===== src/rtl/fetch_pkg.sv =====
// Shared fetch-stage definitions: bubble encoding, FSM state type and the
// default reset fetch address.
package fetch_pkg;

  // addi x0, x0, 0 -- also used by IF/ID as its bubble
  localparam logic [31:0] NOP = 32'h0000_0013;

  localparam logic [31:0] DEFAULT_RESET_PC = 32'h0000_0000;

  typedef enum logic [1:0] {
    FETCH = 2'd0,
    WAIT  = 2'd1,
    VALID = 2'd2,
    DROP  = 2'd3
  } fetch_state_t;

endpackage


===== src/rtl/fetch_resp_buf.sv =====
// One-entry instruction buffer with load/invalidate and a valid flag.
// Presents NOP when empty. With FETCH_BYPASS_EN the incoming word can be
// presented combinationally in the same cycle it arrives.
module fetch_resp_buf
  import fetch_pkg::*;
(
  input  logic        clk,
  input  logic        rst_n,
  input  logic        load,
  input  logic        invalidate,
  input  logic [31:0] wdata,
`ifdef FETCH_BYPASS_EN
  input  logic        byp_en,
`endif
  output logic [31:0] instr,
  output logic        valid
);

  logic [31:0] data_q, data_d;
  logic        valid_q, valid_d;

  // Next buffer contents; load takes precedence over invalidate
  always_comb begin
    data_d  = data_q;
    valid_d = valid_q;
    if (invalidate) valid_d = 1'b0;
    if (load) begin
      data_d  = wdata;
      valid_d = 1'b1;
    end
  end

  // Buffer registers
  always_ff @(posedge clk or negedge rst_n) begin
    if (!rst_n) begin
      data_q  <= NOP;
      valid_q <= 1'b0;
    end else begin
      data_q  <= data_d;
      valid_q <= valid_d;
    end
  end

  // Presented word: bypassed response, buffered word, or bubble
  always_comb begin
    instr = valid_q ? data_q : NOP;
    valid = valid_q;
`ifdef FETCH_BYPASS_EN
    if (byp_en) begin
      instr = wdata;
      valid = 1'b1;
    end
`endif
  end

endmodule


===== src/rtl/fetch_unit.sv =====
// Instruction fetch stage: owns the fetch PC, drives a single-outstanding
// req/gnt/rvalid memory port and presents PC, instruction and PC+4 to IF/ID.
// Optional macro FETCH_BYPASS_EN presents a response in the cycle it arrives.
//
// state | meaning
// FETCH | request outstanding on the port, waiting for grant
// WAIT  | request granted, waiting for response
// VALID | instruction held in buffer and presented
// DROP  | redirected while a request was in flight; discard its response
module fetch_unit
  import fetch_pkg::*;
#(
  parameter logic [31:0] RESET_PC = DEFAULT_RESET_PC
) (
  input  logic        clk,
  input  logic        rst_n,
  input  logic        stall,
  input  logic        redirect,
  input  logic [31:0] redirect_pc,
  output logic        imem_req,
  output logic [31:0] imem_addr,
  input  logic        imem_gnt,
  input  logic        imem_rvalid,
  input  logic [31:0] imem_rdata,
  output logic [31:0] pc_if,
  output logic [31:0] instr_if,
  output logic [31:0] pc_plus4_if,
  output logic        fetch_valid
);

  fetch_state_t state_q, state_d;
  logic [31:0]  pc_q, pc_d;
  logic [31:0]  target_pc;
  logic [31:0]  pc_next_seq;
  logic         buf_load;
  logic         buf_inv;
  logic         byp_take;

  assign target_pc   = redirect_pc & ~32'd3;
  assign pc_next_seq = pc_q + 32'd4;

  // Next-state, next-PC and memory request; redirect is checked first in
  // every state. Responses seen in FETCH or VALID are ignored.
  always_comb begin
    state_d  = state_q;
    pc_d     = pc_q;
    imem_req = 1'b0;
    buf_load = 1'b0;
    buf_inv  = 1'b0;
    byp_take = 1'b0;
    case (state_q)
      FETCH: begin
        imem_req = 1'b1;
        if (redirect) begin
          pc_d    = target_pc;
          state_d = imem_gnt ? DROP : FETCH;
        end else if (imem_gnt) begin
          state_d = WAIT;
        end
      end
      WAIT: begin
        if (redirect) begin
          pc_d    = target_pc;
          state_d = imem_rvalid ? FETCH : DROP;
        end else if (imem_rvalid) begin
`ifdef FETCH_BYPASS_EN
          if (!stall) begin
            byp_take = 1'b1;
            pc_d     = pc_next_seq;
            state_d  = FETCH;
          end else begin
            buf_load = 1'b1;
            state_d  = VALID;
          end
`else
          buf_load = 1'b1;
          state_d  = VALID;
`endif
        end
      end
      VALID: begin
        if (redirect) begin
          pc_d    = target_pc;
          buf_inv = 1'b1;
          state_d = FETCH;
        end else if (!stall) begin
          pc_d    = pc_next_seq;
          buf_inv = 1'b1;
          state_d = FETCH;
        end
      end
      DROP: begin
        if (redirect) pc_d = target_pc;
        if (imem_rvalid) state_d = FETCH;
      end
      default: state_d = FETCH;
    endcase
  end

  // State and PC registers
  always_ff @(posedge clk or negedge rst_n) begin
    if (!rst_n) begin
      state_q <= FETCH;
      pc_q    <= RESET_PC;
    end else begin
      state_q <= state_d;
      pc_q    <= pc_d;
    end
  end

  fetch_resp_buf u_resp_buf (
    .clk        (clk),
    .rst_n      (rst_n),
    .load       (buf_load),
    .invalidate (buf_inv),
    .wdata      (imem_rdata),
`ifdef FETCH_BYPASS_EN
    .byp_en     (byp_take),
`endif
    .instr      (instr_if),
    .valid      (fetch_valid)
  );

`ifndef FETCH_BYPASS_EN
  logic unused_byp;
  assign unused_byp = byp_take;
`endif

  // Presented PC tracks the fetch PC; PC+4 wraps at 32 bits
  always_comb begin
    imem_addr   = pc_q;
    pc_if       = pc_q;
    pc_plus4_if = pc_next_seq;
  end

endmodule


===== config.mk =====
export PLATFORM = sky130hd
export DESIGN_NAME = fetch_unit
export DESIGN_NICKNAME = d
export VERILOG_FILES = /design/src/rtl/fetch_pkg.sv /design/src/rtl/fetch_resp_buf.sv /design/src/rtl/fetch_unit.sv
export SDC_FILE = /design/constraint.sdc
export NUM_CORES = 1
export LEC_CHECK = 0
export CORE_ASPECT_RATIO = 1.25
export CORE_MARGIN = 3
export CORE_UTILIZATION = 38
export CTS_BUF_LIST = sky130_fd_sc_hd__clkbuf_8
export CTS_CLUSTER_DIAMETER = 50
export DETAILED_ROUTE_END_ITERATION = 10
export GPL_TIMING_DRIVEN = 1
export HOLD_SLACK_MARGIN = 0.06
export PLACE_DENSITY_LB_ADDON = 0.05
export RECOVER_POWER = 25
export SKIP_CTS_REPAIR_TIMING = 1
export SYNTH_ARGS = -nofsm -noshare
export SYNTH_HDL_FRONTEND = slang
export SYNTH_SLANG_ARGS = --single-unit

===== constraint.sdc =====
create_clock -name clk -period 2.5 [get_ports clk]
set_input_delay 0.5 -clock clk [delete_from_list [all_inputs] [get_ports clk]]
set_output_delay 0.5 -clock clk [all_outputs]
set_load 0.01 [all_outputs]

### After elaboration in Yosys (flattened, before gate mapping)

Cells that the tools add are included.
W data, S select, Z words.

| cells by class | value |
|---|---|
| multiplexer cells | 24 |
| reductions and logical operators | 5 |
| eq/ne operators | 8 |
| $add $sub $neg | 1 |

Operator list:

| operator | number |
|---|---|
| $mux W32 | 4 |
| $pmux W32 S2 | 1 |
| $add A32 B3 Y32 const B | 1 |
| $mux W2 | 9 |
| $mux W1 | 9 |
| $ne A3 B3 Y1 const B | 3 |
| $pmux W2 S4 | 1 |
| $eq A2 B2 Y1 const B | 2 |
| $reduce_and A4 Y1 | 1 |
| $reduce_or A3 Y1 | 1 |
| $eq A2 B1 Y1 const B | 1 |
| $logic_not A2 Y1 | 1 |
| $ne A2 B1 Y1 const B | 1 |
| $ne A2 B2 Y1 const B | 1 |
| $reduce_and A2 Y1 | 1 |
| $reduce_bool A2 Y1 | 1 |

| word-level totals | value |
|---|---|
| register bits | 67 |
| logic and storage cells | 42 |
| output and inout bits | 130 |
| input bits | 70 |

### Logic depth before layout (Yosys ltp)

Gate-level depths: netlist (run 1).

| depth | value |
|---|---|
| depth after elaboration | 5 |
| gate-level depth with buffers | 7 |
| mapped depth without buffers | 5 |

### By module

Synthesis (run 1) repeated with hierarchy kept, for this count alone.

| second synthesis, totals | value |
|---|---|
| cells, all modules | 440 |
| area total of the unflattened synthesis | 4,216.5 um^2 |

By module, submodules not included:

| module | cells an instance | area an instance (um^2) | seq. area each (um^2) | times used |
|---|---|---|---|---|
| fetch_unit | 334 | 2,623.8 | 800.8 | 1 |
| fetch_resp_buf | 106 | 1,592.8 | 829.5 | 1 |

### Worst setup path after synthesis (run 1)

OpenSTA, ideal clock, no wires.

| timing path | value |
|---|---|
| kind | reg-to-output |
| start | reg pc_q[9], in the netlist imem_addr[9] |
| end | out pc_plus4_if[29] |
| stages on the path, launching flop included | 7 |
| path slack | -0.108 ns |
| path buffers | 2 |
| data required time | 2.000 ns |
| arrival time | 2.108 ns |
| cell sequence | dfrtp_1 buf_2 nand4_1 or4_4 buf_6 or4_1 xnor2_1 |

| between the ends | value |
|---|---|
| word-level cells in the longest chain between the ends | 1 |

Ends and longest elaborated chain:

| item | line | text |
|---|---|---|
| start, declared | fetch_unit.sv:32 | `logic [31:0] pc_q, pc_d;` |
| start signal, assigned | fetch_unit.sv:107 | `pc_q <= pc_d;` |
| $add A32 B3 Y32 | fetch_unit.sv:40 | `assign pc_next_seq = pc_q + 32'd4;` |
| end, declared | fetch_unit.sv:27 | `output logic [31:0] pc_plus4_if,` |

Every way passes these cells.

### Worst setup path after layout (run 1)

| timing path | value |
|---|---|
| start | reg pc_q[11], in the netlist imem_addr[11] |
| end | out pc_plus4_if[29] |

Same word-level chain as after synthesis.

==> flow_summary.ini, run 1 <==
[cts]
insertion_delay_ns = 0.36
cts_tree = done
cts_buffers = 9
clockRootBuffer = clkbuf_8
clock_sinks = 65
htreeDepth = 3
clockBufferDepth = 2
clkTransAtPathRegs_ns = 0.07

[floorplan]
die_h_um = 122
ios = 200
initial_utilization = 0.399
die_w_um = 99.1
rows = 41
dieArea_um2 = 12100
core_um2 = 10300

[timing]
fin_crit_sh = 1.08
fin_ws_ns = -0.208
worst_hold_slack_ns = 0.500
worst_pin_slew_ns = 0.841
rsz0062_at_grt = true
finalClockSkew_ns = 0.0129
maxSlewHeadroom = 0.440
fmax_mhz = 369
period_needed_ns = 2.71
finalHoldViolCount = 0
finalSetupViolations = 13
slew_viol_final = 0
fin_setup_tns_ns = -1.12

[logic_synthesis]
yosys.area_share.xor_xnor = 0.0851
synth_edf_count = 0
synth_top_family_by_area = simple AND/OR/NAND/NOR gates
yosysUniqueCellTypes = 45
netlist_instances = 444
synth-async-reset-ratio = 1.00
avgSynthCellArea_um2 = 9.28
synth_top_area_frac = 0.377
synth-seq-cells = 65
yosysWarnings = 0
synth.area.mux_share = 0.0899
synth_ff_type = dfrtp_1
synth_compound_area_frac = 0.0762
synthSimpleGateAreaFrac = 0.244
syn_area_um2 = 4120
yosysSeqAreaShare = 0.396
synthTopCellsByArea = dfrtp_1 (38%), mux2_2 (8.7%), buf_4 (6.6%), and2_1 (4.9%), xnor2_1 (4.5%)
synth_top_cell_by_area = dfrtp_1
synth_fa_ha_area_frac = 0.00304

[place]
dp_cells = 773
placed_area_um2 = 6390
gp_congestion = 0.812
dp_hpwl_mm = 9.78
port_buffers = 191

[pwr]
irDropWorstVdd_uv = 306
power.leakage_nw = 2.96
swShare = 0.311
p_clk_frac = 0.216
p_int_w = 0.00352
seq_power_share = 0.312
power_frac_comb = 0.472
finalPower_w = 0.00510
p_sw_w = 0.00158
power_density_nw_per_um2 = 726

[layout]
mostFrequentLayoutCell = clkdlybuf4s50_1
layout_common_cells = clkdlybuf4s50_1 (163), buf_4 (83), dfrtp_1 (60)
nNetsFinal = 754
fin_cells = 817
diodes = 0
final_cell_area_um2 = 7030
area_growth_pct = 70.6
drive_gt1_frac = 0.301

[worst_setup_path]
crit_family = simple AND/OR/NAND/NOR gates
required_ns = 2.00
reg2reg_from = imem_addr[5]
crit_fanout = 5
slowest_stage = or4_4
crit_top_cell = or4_4
startpoint = imem_addr[11]
reg2reg_depth = 9
rr_endpoint = imem_addr[22]
critPathCaptureType = output port
startpoint_type = flop
r2r_slack_ns = 0.17
path_class = reg2out
path_cells = nand4_1, or4_4, or4_4, xnor2_2, buf_4
critical_path_arrival_ns = 2.21
slowest_delay_ns = 0.55
path_buf_inv = 1

[min_path]
holdCritStartpoint = u_resp_buf.data_q[9]
hold_path.class = reg2reg
whs_path_depth = 1
hold_end = u_resp_buf.data_q[9]

[global_routing]
track_usage = 0.214
grt_pass1_wl_mm = 20.6
grt_pass1_vias = 4083
grt_antenna_before_repair = 0
grt_max_degree = 36
overflow = 0

[routing]
vias = 4145
firstDrtPassIters = 4
via_per_inst = 5.07
drt-initial-drc-count = 128
finalWirelength_mm = 13.4
post_drt_wl_per_cell_um = 16.4
ant_nets = 0
drc = 0

[job]
drv_cap = 0

[status]
status = finished, violations left
violations = setup timing
[cells by family (layout without fill, tap and decap cells)]
logic type      count (synthesis)  in the layout
simple gates                  178            178
buf+inv                        76            315
flops                          65             65
compound gates                 50             50
xor+xnor                       40             40
mux                            33             33
fa+ha+maj                       1              1
other cells                     1              6
[cells in the mapped netlist, types with 2 or more instances]
master and number:
a31oi_1 13, and2_1 32, and3_1 2, and4_1 4
buf_1 4, buf_2 4, buf_4 36, clkbuf_1 23
dfrtp_1 62, dfstp_2 3, inv_1 8, mux2_2 32
nand2_1 33, nand2b_1 5, nand3_1 13, nand4_1 16
nand4b_1 2, nor2_1 28, nor2b_1 2, nor3_1 8
nor4_1 8, o211ai_1 3, o21ai_0 18, o31ai_1 10
or4_1 17, xnor2_1 21, xor2_1 19
[worst max-delay path by stage]
| stage | endpoint | slack (ns) | depth (start not counted) |
|---|---|---|---|
| 5_1_grt | pc_plus4_if[29] | -0.33 | 5 |
| 6_report | pc_plus4_if[29] | -0.21 | 5 |
| 2_1_floorplan | pc_plus4_if[29] | -0.02 | 5 |
| 3_3_place_gp | pc_plus4_if[29] | -0.26 | 5 |
| 3_5_place_dp | pc_plus4_if[29] | -0.30 | 5 |
| 4_1_cts | pc_plus4_if[29] | -0.69 | 5 |
[flip-flops by register name, indices dropped and copies added (netlist names)]
signal and flops:
state_q 2, imem_addr 30, u_resp_buf.data_q 32, u_resp_buf.valid 1
[metrics by stage]
step                worst slack [ns]   util
floorplan                    -0.0250      -
global placement              -0.257  0.619
detailed placement            -0.297  0.619
CTS                           -0.686  0.643
global route                  -0.332  0.681
finish                        -0.208  0.681
[power by group through the flow]
stage	clock [W]	combinational (W)	sequential, W
6_report	0.00110	0.00241	0.00159
3_5_place_dp	0	0.00238	0.00160
2_1_floorplan	0	0.00111	0.00162
5_1_grt	0.00118	0.00260	0.00163
3_3_place_gp	0	0.00234	0.00157
4_1_cts	0.00112	0.00239	0.00158
[metal layers]
metal  share of wire  vias to the layer above  GRT usage
li1                -                     1988          -
met1            0.42                     1987      0.270
met2            0.51                      150      0.366
met3           0.054                       20     0.0409
met4           0.018                        0     0.0743
met5               0                        -          0
[final cells by class]
type	count	area, um2
fillers	858	3280
inverters	8	30.0
clock buffers	10	138
repair buffers	291	2640
flip-flops and latches	65	1630
clock inverters	6	106
multi-input cells	308	2310
well taps	129	161
(Power assumes the default switching activity.)
==> run 2, diff against run 1 <==
Settings changed: CAP_MARGIN set to 10, CORE_UTILIZATION 38 to 55, DONT_BUFFER_PORTS set to 1, MAX_ROUTING_LAYER set to met4.
==> run 2 against run 1 <==
  * The flow finishes with violations (capacitance limit, slew limit, setup timing)
  * Largest power group is now sequential cells
  * Clock power down 11%
  * Non-clock buffer count down 223
  * Count of clock-buffer cells in the layout down 1
  * Fmax up 0.92%
  * Sequential cell count unchanged
==> flow_summary.ini, run 2 (synthesis results as in run 1) <==
[worst_setup_path]
required_ns = 2.00
slowest_stage = or4_4
path_cells = nand3_1, or4_4, or4_4, xnor2_4
slowest_delay_ns = 0.56
startpoint_type = flop
rr_endpoint = imem_addr[24]
reg2reg_from = imem_addr[6]
path_class = reg2out
critical_path_arrival_ns = 2.18
r2r_slack_ns = 0.08
reg2reg_depth = 10
crit_top_cell = or4_4
critPathCaptureType = output port
crit_fanout = 4

[cts]
cts_buffers = 9
clockBufferDepth = 2
clock_sinks = 65
htreeDepth = 3
cts_tree = done
clkTransAtPathRegs_ns = 0.08
insertion_delay_ns = 0.34
clockRootBuffer = clkbuf_8

[place]
dp_hpwl_mm = 7.58
dp_cells = 524
dp_slack_ns = 0.151
placed_area_um2 = 4260
gp_congestion = 0.865
port_buffers = 0

[routing]
finalWirelength_mm = 10.9
ant_nets = 0
via_per_inst = 6.09
drt-initial-drc-count = 108
firstDrtPassIters = 4
vias = 3382
post_drt_wl_per_cell_um = 19.6
drc = 0

[layout]
drive_gt1_frac = 0.323
largest_reg_flops = 32
fin_cells = 555
area_growth_pct = 17.2
top_register = u_resp_buf.data_q
layout_common_cells = dfrtp_1 (60), buf_4 (57), nand2_1 (33)
nNetsFinal = 531
mostFrequentLayoutCell = dfrtp_1
final_cell_area_um2 = 4830
diodes = 0

[floorplan]
initial_utilization = 0.580
dieArea_um2 = 8570
core_um2 = 7100
die_w_um = 83.4
ios = 200
die_h_um = 103
rows = 34

[min_path]
holdCritStartpoint = redirect
hold_path.class = in2reg
whs_path_depth = 1
hold_end = imem_addr[7]

[status]
violations = capacitance limit, slew limit, setup timing
status = finished, violations left

[timing]
fin_ws_ns = -0.184
period_needed_ns = 2.68
slew_viol_final = 66
worst_pin_slew_ns = 1.63
rsz0062_at_grt = true
finalHoldViolCount = 0
maxSlewHeadroom = -0.0869
finalSetupViolations = 9
fmax_mhz = 373
fin_setup_tns_ns = -0.761
finalClockSkew_ns = 0.0126
fin_crit_sh = 1.07

[global_routing]
overflow = 0
track_usage = 0.243
grt_pass1_vias = 3190
grt_antenna_before_repair = 0
grt_pass1_wl_mm = 16.0
grt_max_degree = 66

[pwr]
power_density_nw_per_um2 = 828
power.leakage_nw = 1.94
irDropWorstVdd_uv = 601

[job]
drv_cap = 1
[run 2: changes by cell type in the layout (fill, tap and decap cells not counted), moves of 3 or more]
cell | previous run | this run
nor4_4 | 3 | 0
dlymetal6s2s_1 | 7 | 0
clkdlybuf4s50_1 | 163 | 0
buf_4 | 83 | 57
buf_2 | 16 | 0
buf_6 | 14 | 9
clkbuf_2 | 4 | 1
[run 2: layout make-up]
cell class	count	area, um2
Clock buffer	9	124
Clock inverter	7	96.3
Fill cell	580	2280
Inverter	8	30.0
Multi-Input combinational cell	308	2290
Sequential cell	65	1630
Tap cell	90	113
Timing Repair Buffer	68	544
[run 2: metal layers]
layer / GRT usage / part of all wire / up-vias
met5: - / 0 / -
met4: 0.0704 / 0.017 / 0
met3: 0.0671 / 0.078 / 20
met2: 0.411 / 0.50 / 174
met1: 0.286 / 0.40 / 1637
li1: - / - / 1551
[run 2: worst max-delay path by stage]
| stage | start | end | depth (start not counted) |
|---|---|---|---|
| floorplan | imem_addr[6] | pc_plus4_if[29] | 5 |
| global placement | imem_addr[5] | pc_plus4_if[29] | 4 |
| detailed placement | imem_addr[3] | pc_plus4_if[30] | 6 |
| CTS | imem_addr[3] | pc_plus4_if[30] | 6 |
| global route | imem_addr[12] | pc_plus4_if[29] | 4 |
| finish | imem_addr[3] | pc_plus4_if[29] | 4 |
[run 2: critical path: cells and delay by family (launching register included)]
kind	cells	cell delay [ns]
and+or+nand+nor	3	1.21
DFF	1	0.41
xor gates and xnor gates	1	0.21
[run 2: power breakdown]
part / total (W) / internal [W] / switching [W]
Sequential: 0.00165 / 0.00140 / 0.000249
Combinational: 0.00136 / 0.000613 / 0.000749
Clock: 0.000981 / 0.000561 / 0.000421
[run 2: stage by stage]
stage / hold slack [ns] / power [W] / utilization
2_1_floorplan: 0.204 / 0.00272 / -
6_report: 0.268 / 0.00399 / 0.679
4_1_cts: -0.171 / 0.00396 / 0.631
3_3_place_gp: 0.206 / 0.00293 / 0.600
5_1_grt: 0.253 / 0.00424 / 0.679
3_5_place_dp: 0.206 / 0.00298 / 0.600
